===== config.mk =====
export PLATFORM = sky130hd
export DESIGN_NAME = ram_dp_bytewise
export DESIGN_NICKNAME = d
export VERILOG_FILES = /design/src/rtl/ram_dp_bytewise.sv
export SDC_FILE = /design/constraint.sdc
export NUM_CORES = 1
export LEC_CHECK = 0
export BUFFER_PORTS_ARGS = -buffer_cell sky130_fd_sc_hd__buf_2
export CAP_MARGIN = 20
export CORE_ASPECT_RATIO = 0.7
export CORE_MARGIN = 3
export CORE_UTILIZATION = 45
export DETAILED_ROUTE_END_ITERATION = 6
export PLACE_DENSITY = 0.7
export SETUP_SLACK_MARGIN = 0.5
export SYNTH_ARGS = -nofsm -noshare
export SYNTH_HDL_FRONTEND = slang
export SYNTH_SLANG_ARGS = --single-unit

===== constraint.sdc =====
create_clock -name clk -period 2 [get_ports clk]
set_clock_uncertainty 0.1 [all_clocks]
set_input_delay 0.2 -clock clk [delete_from_list [all_inputs] [get_ports clk]]
set_output_delay 0.2 -clock clk [all_outputs]
set_load 0.005 [all_outputs]

===== src/rtl/ram_dp_bytewise.sv =====
// Simple-dual-port synchronous RAM with per-byte write enables, a 1- or
// 2-cycle registered read path, selectable read-during-write behaviour and
// a built-in sequencer that zeroes every word after reset or on request.
module ram_dp_bytewise #(
  parameter int DATA_W   = 16,
  parameter int ADDR_W   = 4,
  parameter int RD_LAT   = 1,
  parameter int RDW_MODE = 0
) (
  input  logic                 clk,
  input  logic                 reset,
  input  logic                 clear_req,
  output logic                 busy,
  input  logic                 wr_en,
  input  logic [ADDR_W-1:0]    wr_addr,
  input  logic [DATA_W-1:0]    wr_data,
  input  logic [DATA_W/8-1:0]  wr_be,
  output logic                 wr_drop,
  input  logic                 rd_en,
  input  logic [ADDR_W-1:0]    rd_addr,
  output logic [DATA_W-1:0]    rd_data,
  output logic                 rd_valid
);

  localparam int NB    = DATA_W / 8;
  localparam int DEPTH = 1 << ADDR_W;

  typedef enum logic {
    ST_CLEAR = 1'b0,
    ST_RUN   = 1'b1
  } state_t;

  state_t              state;
  logic [ADDR_W-1:0]   clr_addr;
  logic [DATA_W-1:0]   mem [DEPTH];

  logic                clr_we;
  logic                wr_acc;
  logic                rd_acc;
  logic [DATA_W-1:0]   rd_word;

  logic                s1_valid;
  logic [DATA_W-1:0]   s1_data;

  // Port arbitration: the sweep and a clear request both pre-empt user traffic.
  always_comb begin
    clr_we = (state == ST_CLEAR) && !reset;
    wr_acc = (state == ST_RUN) && !clear_req && !reset && wr_en;
    rd_acc = (state == ST_RUN) && !clear_req && !reset && rd_en;
  end

  // Read word, optionally forwarding same-address write bytes (new-data mode).
  always_comb begin
    // NOTE: the default assignment up front covers every path, so no latch is inferred.
    rd_word = mem[rd_addr];
    if (RDW_MODE == 1 && wr_acc && (wr_addr == rd_addr)) begin
      for (int b = 0; b < NB; b++) begin
        if (wr_be[b]) rd_word[8*b +: 8] = wr_data[8*b +: 8];
      end
    end
  end

  // Clear sequencer: CLEAR sweeps one word per cycle, RUN serves traffic.
  always_ff @(posedge clk) begin
    // NOTE: sequential state uses non-blocking assignments so every flop samples pre-edge values.
    if (reset) begin
      state    <= ST_CLEAR;
      clr_addr <= '0;
      busy     <= 1'b1;
      wr_drop  <= 1'b0;
    end else begin
      wr_drop <= wr_en && ((state == ST_CLEAR) || clear_req);
      case (state)
        ST_CLEAR: begin
          clr_addr <= clr_addr + 1'b1;
          if (clr_addr == ADDR_W'(DEPTH - 1)) begin
            state <= ST_RUN;
            busy  <= 1'b0;
          end
        end
        default: begin
          if (clear_req) begin
            state    <= ST_CLEAR;
            clr_addr <= '0;
            busy     <= 1'b1;
          end
        end
      endcase
    end
  end

  // Storage array: sweep writes zero, user writes merge enabled bytes.
  always_ff @(posedge clk) begin
    // NOTE: the array has no reset; the clear sequencer defines its contents instead.
    if (clr_we) begin
      mem[clr_addr] <= '0;
    end else if (wr_acc) begin
      for (int b = 0; b < NB; b++) begin
        if (wr_be[b]) mem[wr_addr][8*b +: 8] <= wr_data[8*b +: 8];
      end
    end
  end

  // Read pipeline: one or two register stages; rd_data holds between results.
  always_ff @(posedge clk) begin
    if (reset) begin
      s1_valid <= 1'b0;
      s1_data  <= '0;
      rd_valid <= 1'b0;
      rd_data  <= '0;
    end else begin
      s1_valid <= rd_acc;
      if (rd_acc) s1_data <= rd_word;
      if (RD_LAT == 1) begin
        rd_valid <= rd_acc;
        if (rd_acc) rd_data <= rd_word;
      end else begin
        // In-flight stage-1 reads finish even if a clear has just started.
        rd_valid <= s1_valid;
        if (s1_valid) rd_data <= s1_data;
      end
    end
  end

endmodule


After elaboration in Yosys (flattened, before gate mapping)
Memory sizes are Yosys's and may differ from the RTL's. A register that Yosys moved wholly into a read port is not among the register bits.
Cells that the tools add are included.

storage, ports and cells
  memories = 1
  output and inout bits = 19
  bits of input ports = 31
  register bits after elaboration = 8
  memory bits (writable) = 256

operators by class
  reductions and logical operators = 12
  mux-type cells = 21
  bitwise gates (word level) = 1
  add/sub/neg operators = 1
  eq/ne operators = 2

memories
  memory  depth  bits a word  read ports  clocked after memory_dff  wr ports  RTL line  source
  mem     16     16           1           1                         1         35        logic [DATA_W-1:0] mem [DEPTH];

operator list
  kind                 number
  $mux 1               16
  $mux 16              1
  $reduce_or 16->1     1
  $mux 4               3
  $logic_and 1x1->1    6
  $add 4x1->4 const B  1
  $eq 4x4->1 const B   1
  $logic_not 1->1      2
  $mux 2               1
  $ne 2x2->1 const B   1
  $reduce_and 2->1     1
  $reduce_bool 2->1    1
  $logic_or 1x1->1     1
  $not 1->1            1

Logic depth before layout (Yosys ltp)
Gate-level depths: netlist of the first run.

  depth after elaboration = 9
  mapped depth = 6
  mapped depth without buffers = 4

Worst setup path after synthesis of the first run
OpenSTA, ideal clock, no wires.

  path kind = register to register
  from = register state
  to = memory mem[11][0], enable pin
  stages on the path, launching flop included = 6
  buffers on the path = 1
  setup time = 370 ps
  clock period less this slack = 2137 ps
  setup slack = -137 ps
  arrival = 1667 ps
  cells stage by stage = dfxtp_1 -> nor3b_1 -> buf_2 -> and2_1 -> a31oi_1 -> nor2_1

between the ends
  cells in the longest elaborated chain, start to end = 8
  elaborated cells between the ends (all ways) = 16
  those cells by class = mux: 10; bitwise: 1; reduce/logical: 5

ends and longest elaborated chain
  element                                            RTL line  source
  from (decl)                                        33        state_t state;
  from (signal assigned)                             67        state <= ST_CLEAR;
  from (signal assigned)                             77        state <= ST_RUN;
  from (signal assigned)                             83        state <= ST_CLEAR;
  $logic_and 1x1->1 (3 in series)                    48        wr_acc = (state == ST_RUN) && !clear_req && !reset && wr_en;
  $mux 1                                             97        end else if (wr_acc) begin
  $mux 1                                             95        if (clr_we) begin
  $mux 1 (not written as such)                       99        if (wr_be[b]) mem[wr_addr][8*b +: 8] <= wr_data[8*b +: 8];
  $reduce_or 16->1 (no line)                         n/a
  $mux 4 (no line) / $mux 2 (equally long branches)  n/a
  to (decl)                                          35

Parallel ways exist; a longest one is shown, timed or not.

Worst setup path in the final report of the first run
  from = register state
  to = memory mem[5][9] (data pin)

between the ends
  cells in the longest elaborated chain, start to end = 8
  elaborated cells between the ends (all ways) = 13
  those cells by class = mux: 7; bitwise: 1; reduce/logical: 5

ends and longest elaborated chain
  element                          RTL line
  $logic_and 1x1->1 (3 in series)  48
  $mux 1                           97
  $mux 1                           95
  $mux 1 (not written as such)     99
  $reduce_or 16->1 (no line) (*)   n/a
  $mux 16 (no line) (*)            n/a

Every way passes the cells marked *; elsewhere a longest branch is shown, timed or not.

==> reports/metrics.yaml, run 1 <==
critical_path:
  rr_endpoint: "mem[5][9]"
  crit_required_ns: 2.17
  r2r_slack_ns: 0.07
  cp.arrival_ns: 2.09
  crit_path_end_kind: "flip-flop"
  cp_max_fo: 8
  critical_path_class: "reg -> reg"
  start_kind: "flip-flop"
  rr_worst_depth: 10
  timing.rr.start: "state"
drt:
  vias_per_cell: 6.06
  avgRoutedWirePerCell_um: 27.4
  dr.pass1.iters: 5
  drtIter0Drc: 849
  drc: 0
  wl_um: 28000
  dr_total_vias: 6199
  antenna_left: 0
logic_synthesis:
  ys_types: 34
  synth-seq-cells: 280
  postSynthNetCount: 584
  ys_warn_count: 0
  synthesis.area_um2: 11000
  syn_avg_cell_area_um2: 20.0
  ys_seq_area_frac: 0.741
  postSynthCellCount: 552
place:
  hpwl_um: 17100
  dpl.cell_count: 928
  port-buffer-count: 49
  globalplace.congestion: 0.884
die:
  io_pins: 50
  die_w_um: 193
  start_util: 0.462
  row_count: 47
  chipHeight_um: 137
  core_um2: 23900
  die_area_um2: 26400
finish:
  fin_util: 0.582
  diodes: 0
  fill_cells: 1699
  final_cells: 1023
  drive_above_1_share: 0.462
  areaGrowthSynthToFinish_pct: 26.1
  layout.nets: 718
min_path:
  hold_end: "wr_drop"
  whs_path_depth: 3
  hold_start: "wr_en"
  min-delay-path-class: "in -> reg"
sta:
  setup_viol: 0
  finalCriticalPeriod_ns: 1.93
  rsz0062_at_grt: "yes"
  hold_violations: 0
  max_freq_mhz: 519
  max_slew.worst_pin.slew_ns: 0.516
  slew_viol_final: 0
  slew_headroom: 0.656
  fin_tns_setup_ns: 0
  period_share: 0.963
cts:
  htree_levels: 1
  clk_pin_slew_ns: 0.06
  tritoncts: "done"
  cts-root-buf: "clkbuf_16"
  numCtsBuffers: 26
  ctsLongestPathBuffers: 3
  cts_num_sinks: 280
  worstSkewPairLatency_ns: 0.52
grt:
  grt-ovfl-total: 0
  grt_use_total: 0.207
  antenna_found_initial: 0
  first_global_vias: 5921
  grt_max_degree: 25
  grt_pass1_wl_um: 39500
pwr:
  p_per_area_nw_per_um2: 852
  power_mw: 11.8
  ir_worst_vdd_v: 0.000658
  leakage_nw: 4.68
run:
  cap_violations: 0
outcome:
  outcome: "finished, final reports clean"
==> metrics by stage <==
stage / area, um2 / setup WS (ns) / hold slack [ns]
2_1_floorplan: 11400 / 0.201 / 0.236
3_3_place_gp: 12200 / -0.0699 / 0.360
3_5_place_dp: 12200 / -0.150 / 0.362
4_1_cts: 13500 / 0.0603 / 0.00410
5_1_grt: 13900 / 0.0273 / 0.0307
6_report: 13900 / 0.0740 / 0.0350
==> synthesized netlist by cell type <==
master | count | area, um2
buf_1 | 1 | 3.75
nor2b_1 | 4 | 25.0
buf_4 | 2 | 15.0
o22a_1 | 1 | 8.76
and3_1 | 17 | 106
and2_1 | 2 | 12.5
xnor2_1 | 1 | 8.76
nand3b_1 | 3 | 22.5
or4b_2 | 1 | 10.0
mux2_2 | 16 | 180
clkbuf_1 | 11 | 41.3
and4_1 | 1 | 8.76
mux2i_1 | 16 | 160
nand2b_1 | 5 | 31.3
a211oi_1 | 2 | 15.0
a31oi_1 | 5 | 31.3
edfxtp_1 | 256 | 7690
buf_2 | 11 | 55.1
nand2_1 | 3 | 11.3
o21ai_0 | 9 | 45.0
nor3b_1 | 2 | 15.0
a221o_1 | 17 | 170
buf_6 | 5 | 56.3
nand3_1 | 1 | 5.00
o21a_1 | 1 | 7.51
nor2_1 | 53 | 199
mux4_2 | 48 | 1080
and4b_1 | 2 | 20.0
inv_1 | 2 | 7.51
ha_1 | 1 | 12.5
nand4b_1 | 1 | 8.76
a21oi_1 | 12 | 60.1
dfxtp_1 | 24 | 480
mux4_1 | 16 | 420
==> cell type report <==
class / instances / area, um2 / share of cell area
sequential: 280 / 8170 / 0.588
multi-input combinational: 251 / 3310 / 0.238
timing repair buffer: 125 / 1210 / 0.0868
clock buffer: 37 / 733 / 0.0528
tap: 318 / 398 / 0.0286
clock inverter: 10 / 73.8 / 0.00531
inverter: 2 / 7.51 / 0.000540
==> flip-flops by register name, summed over array words and instances (netlist names) <==
name / flops
mem: 256
state: 1
busy: 1
clr_addr: 4
rd_data: 16
rd_valid: 1
wr_drop: 1
==> logic make-up (layout without fill, tap and decap cells) <==
group,Yosys count,after routing,synth area share
AOI/OAI and AO/OA,47,47,0.0306
xor gates and xnor gates,1,1,0.000795
adders and majority gates,1,1,0.00113
buffers and inverters,32,174,0.0162
DFF,280,280,0.741
muxes,96,96,0.167
and+or+nand+nor,95,106,0.0431
==> placed cells by master (no fill, tap or decap), drive strengths merged, types with 3 or more instances in the layout <==
master,n
nor2b,4
buf,121
mux4,64
dfxtp,24
a31oi,5
clkbuf,39
nand2,3
a221o,17
edfxtp,256
a21oi,12
clkinv,8
and3,28
mux2,16
nor2,53
nand2b,5
mux2i,16
o21ai,9
nand3b,3
==> worst max-delay path: stages, from the launching register on <==
cell	delay (ns)
dfxtp_2	0.33
nor3b_4	0.14
buf_6	0.13
buf_4	0.13
buf_8	0.12
buf_4	0.13
buf_6	0.10
buf_6	0.10
buf_6	0.10
buf_6	0.11
and3_4	0.18
==> per-layer routing <==
metal	share of wire	global-route usage	vias to the layer above
met4	0.020	0.0405	0
met1	0.43	0.331	3208
met5	0	0	-
met3	0.13	0.0515	51
li1	-	-	2571
met2	0.42	0.289	369
==> where the power goes <==
group	switching (mW)	total (mW)	internal (mW)
clock	2.03	4.71	2.67
combinational	0.397	0.732	0.336
sequential	0.0313	6.40	6.37
total	2.46	11.8	9.38
==> timing repair <==
item,in CTS,in global routing
endpoints found under the setup margin,529,530
buffers inserted,20,11
resized for setup,47,36
hold buffers,2,0
gates cloned,7,8
hold endpoints to repair,8,0
pin swaps,40,29
==> worst max path at each step <==
stage	start	to	slack (ns)	cells past startpoint
after floorplan	state	mem[10][0]	0.20	5
after global placement	wr_be[0]	mem[12][10]	-0.07	5
after detailed placement	wr_be[0]	mem[11][9]	-0.15	6
after CTS	state	mem[6][12]	0.06	5
after global routing	state	mem[3][2]	0.03	7
final	state	mem[5][9]	0.07	10
Power figures use the tool's default switching activity.
==> run 2, diff against run 1 <==
--- a/config.mk
+++ b/config.mk
@@ -11,7 +11,7 @@
 export CORE_MARGIN = 3
 export CORE_UTILIZATION = 45
 export DETAILED_ROUTE_END_ITERATION = 6
-export PLACE_DENSITY = 0.7
+export PLACE_DENSITY_LB_ADDON = 0.15
 export SETUP_SLACK_MARGIN = 0.5
 export SYNTH_ARGS = -nofsm -noshare
 export SYNTH_HDL_FRONTEND = slang
==> run 2 against run 1 <==
Against the previous run: register-to-register slack got worse by 0.02 ns; critical path type unchanged; clock-buffer cell count fell by 5; non-clock buffer count rose by 12; via count fell by 5.6%; first-iteration DRC count fell by 37%; global-route usage fell by 1.5 points; combinational power rose by 6.0%; worst hold slack got worse by 0.016 ns; total power rose by 2.4%; highest routed layer unchanged; clock power rose by 5.3%.
==> reports/metrics.yaml, run 2 (synthesis results as in run 1) <==
grt:
  grt_pass1_wl_um: 37000  # -6.4%
  first_global_vias: 5866  # -0.93%
  grt_use_total: 0.191  # -0.0155
  grt-ovfl-total: 0  # unchanged
  grt_max_degree: 33  # +32%
  antenna_found_initial: 0  # unchanged
critical_path:
  rr_worst_depth: 7  # -3
  cp_max_fo: 7  # -1
  crit_start: "state"
  timing.rr.start: "state"
  cp.arrival_ns: 2.14  # +0.05 ns
  cp-endpoint: "mem[1][5]"
  crit_path_end_kind: "flip-flop"
  critical_path_class: "reg -> reg"
  rr_endpoint: "mem[1][5]"
  r2r_slack_ns: 0.05  # -0.02 ns
  start_kind: "flip-flop"
  crit_required_ns: 2.19  # +0.02 ns
pwr:
  p_per_area_nw_per_um2: 855  # +0.38%
  leakage_nw: 4.80  # +2.6%
  ir_worst_vdd_v: 0.000584  # -11%
  power_mw: 12.1  # +2.4%
outcome:
  outcome: "finished, final reports clean"
finish:
  reg_top3: "mem: 256 flops, rd_data: 16 flops, clr_addr: 4 flops"
  largest_reg_flops: 256  # unchanged
  fill_cells: 1729  # +1.8%
  diodes: 0  # unchanged
  areaGrowthSynthToFinish_pct: 28.6
  largest_register: "mem"
  fin_util: 0.594  # +0.0118
  drive_above_1_share: 0.461  # -0.000981
  final_common_cell: "edfxtp_1"
  final_cell_mix: "edfxtp_1, mux4_2, buf_2, buf_12, nor2_4"
  layout.nets: 725  # +0.97%
drt:
  drc: 0  # unchanged
  drtIter0Drc: 534  # -37%
  dr.pass1.iters: 5  # unchanged
  vias_per_cell: 5.68  # -6.3%
  antenna_left: 0  # unchanged
  avgRoutedWirePerCell_um: 25.3  # -7.7%
  wl_um: 26100  # -7.0%
  dr_total_vias: 5854  # -5.6%
die:
  start_util: 0.462  # unchanged
  core_um2: 23900  # unchanged
  io_pins: 50  # unchanged
  chipHeight_um: 137  # unchanged
  die_w_um: 193  # unchanged
  die_area_um2: 26400  # unchanged
  row_count: 47  # unchanged
place:
  place_ws_ns: -0.188  # -0.0381 ns
  hpwl_um: 16000  # -6.8%
  port-buffer-count: 49  # unchanged
  globalplace.congestion: 0.785  # -11%
sta:
  fin_tns_setup_ns: 0  # unchanged
  max_freq_mhz: 513  # -1.3%
  period_share: 0.975  # +0.0123
  rsz0062_at_grt: "yes"
  slew_viol_final: 0  # unchanged
  finalCriticalPeriod_ns: 1.95  # +0.0245 ns
  slew_headroom: 0.658  # +0.00190
  setup_viol: 0  # unchanged
  fin_ws_ns: 0.0495  # -0.0245 ns
  max_slew.worst_pin.slew_ns: 0.513  # -0.00292 ns
  hold_violations: 0  # unchanged
cts:
  ctsLongestPathBuffers: 3  # unchanged
  numCtsBuffers: 27  # +3.8%
  cts-root-buf: "clkbuf_16"
  htree_levels: 1  # unchanged
  cts_num_sinks: 280  # unchanged
  tritoncts: "done"
  clk_pin_slew_ns: 0.07  # about the same
  worstSkewPairLatency_ns: 0.53  # about the same
run:
  cap_violations: 0  # unchanged
min_path:
  min-delay-path-class: "in -> reg"
[run 2: cell count changes in the layout (fill, tap and decap cells not counted), sizes merged]
cell         previous run  this run
buf                   121       130
and3                   28        22
clkbuf                 39        35
clkinv                  8        11
bufinv                  1         3
dlygate4sd3             2         4
inv                     2         4
[run 2: through the flow]
| step | cells | hold slack (ns) | cell area [um2] |
|---|---|---|---|
| floorplan | 552 | 0.236 | 11400 |
| global placement | 935 | 0.363 | 12400 |
| detailed placement | 935 | 0.370 | 12400 |
| CTS | 1018 | 0.0375 | 13800 |
| global route | 1031 | 0.0311 | 14200 |
| finish | 1031 | 0.0192 | 14200 |
[run 2: power breakdown]
group	total, mW	switching [mW]	internal (mW)
combinational	0.776	0.397	0.379
clock	4.96	2.09	2.87
sequential	6.40	0.0246	6.37
total	12.1	2.51	9.62
[run 2: what timing repair did]
item,in CTS,in global routing
hold buffers,4,0
resized for setup,21,65
setup buffers,27,4
setup endpoints to repair,529,513
hold endpoints to repair,8,0
pin swaps,27,40
cloned,3,9
[run 2: how the worst min path moves through the flow]
stage,start,end,cells after the start
after CTS,clear_req,clr_addr[1],4
final,wr_data[11],mem[7][11],2
after detailed placement,rd_data[14],rd_data[14],1
after floorplan,rd_en,rd_valid,1
after global placement,rd_en,rd_valid,2
after global routing,wr_data[11],mem[7][11],2
[run 2: final cells by class]
class                      count  area (um2)  area share
clock buffer                  32         694      0.0490
clock inverter                17         163      0.0115
inverter                       2        7.51    0.000529
multi-input combinational    245        3190       0.225
sequential                   280        8180       0.577
tap                          318         398      0.0281
timing repair buffer         137        1550       0.109
[run 2: routing by layer]
metal	up-vias	global-route usage	part of all wire
li1	2573	-	-
met1	3083	0.306	0.49
met2	177	0.282	0.44
met3	21	0.0338	0.062
met4	0	0.0285	0.011
met5	-	0	0
[run 2: worst max-delay path, stage by stage, from the launching register on]
cell	delay [ns]
dfxtp_2	0.32
nor3b_4	0.14
buf_6	0.13
buf_4	0.13
and3_1	0.18
o21ai_2	0.45
nor2_4	0.09
buf_4	0.17
==> run 3, diff against run 2 <==
--- a/config.mk
+++ b/config.mk
@@ -7,7 +7,6 @@
 export LEC_CHECK = 0
 export BUFFER_PORTS_ARGS = -buffer_cell sky130_fd_sc_hd__buf_2
 export CAP_MARGIN = 20
-export CORE_ASPECT_RATIO = 0.7
 export CORE_MARGIN = 3
 export CORE_UTILIZATION = 45
 export DETAILED_ROUTE_END_ITERATION = 6
==> run 3 against run 2 <==
Against the previous run: first-iteration DRC count fell by 9.0%; routed wire length fell by 6.4%; die area shrank 0.11%; via count decreased by 0.73%; critical path depth did not move; clock-buffer cell count fell by 3; sequential power barely moved; final cell count fell by 1.1%; non-clock buffer count fell by 11; setup slack better by 0.036 ns; critical path type unchanged.
==> reports/metrics.yaml, run 3 (synthesis results as in run 1) <==
min_path:
  hold_end: "mem[0][13]"
  whs_path_depth: 2  # unchanged
  hold_start: "wr_data[13]"
  min-delay-path-class: "in -> reg"
sta:
  hold_ws_ns: 0.0371  # +0.0178 ns
  period_share: 0.957  # -0.0180
  hold_violations: 0  # unchanged
  rsz0062_at_grt: "yes"
  finalCriticalPeriod_ns: 1.91  # -0.0359 ns
  max_slew.worst_pin.slew_ns: 0.420  # -0.0929 ns
  max_freq_mhz: 522  # +1.9%
  setup_viol: 0  # unchanged
  slew_viol_final: 0  # unchanged
  slew_headroom: 0.720  # +0.0620
finish:
  final_common_cell: "edfxtp_1"
  final_cell_mix: "edfxtp_1, mux4_2, buf_2, buf_12, nor2_4"
  diodes: 0  # unchanged
  drive_above_1_share: 0.455  # -0.00637
  largest_reg_flops: 256  # unchanged
  reg_top3: "mem: 256 flops, rd_data: 16 flops, clr_addr: 4 flops"
  largest_register: "mem"
  layout.nets: 717  # -1.1%
  fill_cells: 1699  # -1.7%
  areaGrowthSynthToFinish_pct: 26.6
outcome:
  outcome: "finished, final reports clean"
critical_path:
  r2r_slack_ns: 0.09  # +0.04 ns
  rr_endpoint: "mem[6][2]"
  crit_path_end_kind: "flip-flop"
  critical_path_class: "reg -> reg"
  rr_worst_depth: 7  # unchanged
  start_kind: "flip-flop"
  cp_max_fo: 7  # unchanged
  cp.arrival_ns: 2.05  # -0.09 ns
  timing.rr.start: "state"
  crit_required_ns: 2.14  # -0.05 ns
pwr:
  leakage_nw: 4.67  # -2.7%
  p_per_area_nw_per_um2: 839  # -1.9%
  ir_worst_vdd_v: 0.000505  # -13%
  power_mw: 11.7  # -3.5%
die:
  core_um2: 23800  # -0.51%
  chipHeight_um: 163  # +19%
  die_area_um2: 26400  # -0.11%
  io_pins: 50  # unchanged
  die_w_um: 163  # -16%
  row_count: 56  # +19%
  start_util: 0.464  # +0.00238
grt:
  first_global_vias: 6008  # +2.4%
  grt_max_degree: 27  # -18%
  antenna_found_initial: 0  # unchanged
  grt_pass1_wl_um: 37000  # -0.19%
  grt-ovfl-total: 0  # unchanged
  grt_use_total: 0.184  # -0.00671
drt:
  drc: 0  # unchanged
  drtIter0Drc: 486  # -9.0%
  antenna_left: 0  # unchanged
  dr.pass1.iters: 4  # -1
  vias_per_cell: 5.70  # +0.34%
  wl_um: 24400  # -6.4%
  dr_total_vias: 5811  # -0.73%
  avgRoutedWirePerCell_um: 23.9  # -5.4%
cts:
  tritoncts: "done"
  cts_num_sinks: 280  # unchanged
  cts-root-buf: "clkbuf_16"
  clk_pin_slew_ns: 0.06  # about the same
  worstSkewPairLatency_ns: 0.52  # about the same
  numCtsBuffers: 27  # unchanged
  ctsLongestPathBuffers: 3  # unchanged
  htree_levels: 1  # unchanged
place:
  port-buffer-count: 49  # unchanged
  hpwl_um: 15600  # -2.3%
  globalplace.congestion: 0.835  # +6.3%
run:
  cap_violations: 0  # unchanged
run 3: repair_timing:
item	CTS	global route
endpoints found under the hold margin	8	0
buffers inserted	25	6
gates resized for setup	30	40
hold buffers	4	0
gates cloned	7	4
setup endpoints to repair	481	529
pin swaps	27	29
run 3: cell type report:
class                   instances  area [um2]  share of cell area
clock buffers                  29         683              0.0490
clock inverters                16        96.3             0.00690
inverters                       2        7.51            0.000538
multi-input cells             248        3240               0.232
flip-flops and latches        280        8180               0.586
well taps                     319         399              0.0286
repair buffers                126        1350              0.0967
run 3: worst max-delay path, cell delays in order (launching register included):
cell     delay (ns)
dfxtp_2        0.33
nor3b_4        0.26
buf_6          0.16
and2_4         0.21
a31oi_4        0.14
buf_12         0.18
nor2_4         0.13
buf_12         0.13
run 3: where the power goes:
group	total, mW	internal (mW)	switching (mW)
clock	4.56	2.56	2.00
sequential	6.40	6.37	0.0292
combinational	0.738	0.362	0.376
run 3: through the flow:
step                setup slack (ns)  cells  setup TNS (ns)  utilization  cell area [um2]
CTS                            0.124   1010               0        0.577            13700
finish                        0.0854   1020               0        0.588            14000
floorplan                      0.201    552               0            -            11400
global placement             -0.0927    929           -6.06        0.517            12300
global route                 -0.0151   1020          -0.152        0.588            14000
detailed placement            -0.123    929          -12.39        0.517            12300
run 3: worst max path at each step:
stage                  start         end  slack (ns)  cells past startpoint
floorplan              state  mem[10][0]        0.20                      5
global placement    wr_be[0]  mem[8][12]       -0.09                      5
detailed placement  wr_be[0]   mem[4][3]       -0.12                      5
CTS                    state  mem[11][7]        0.12                      6
global route           state  mem[0][10]       -0.02                      6
finish                 state   mem[6][2]        0.09                      7
run 3: per-layer routing:
metal  up-vias  part of all wire  track usage
li1       2573                 -            -
met1      3023              0.46        0.289
met2       183              0.47        0.278
met3        32             0.050       0.0244
met4         0             0.018       0.0446
met5         -                 0            0
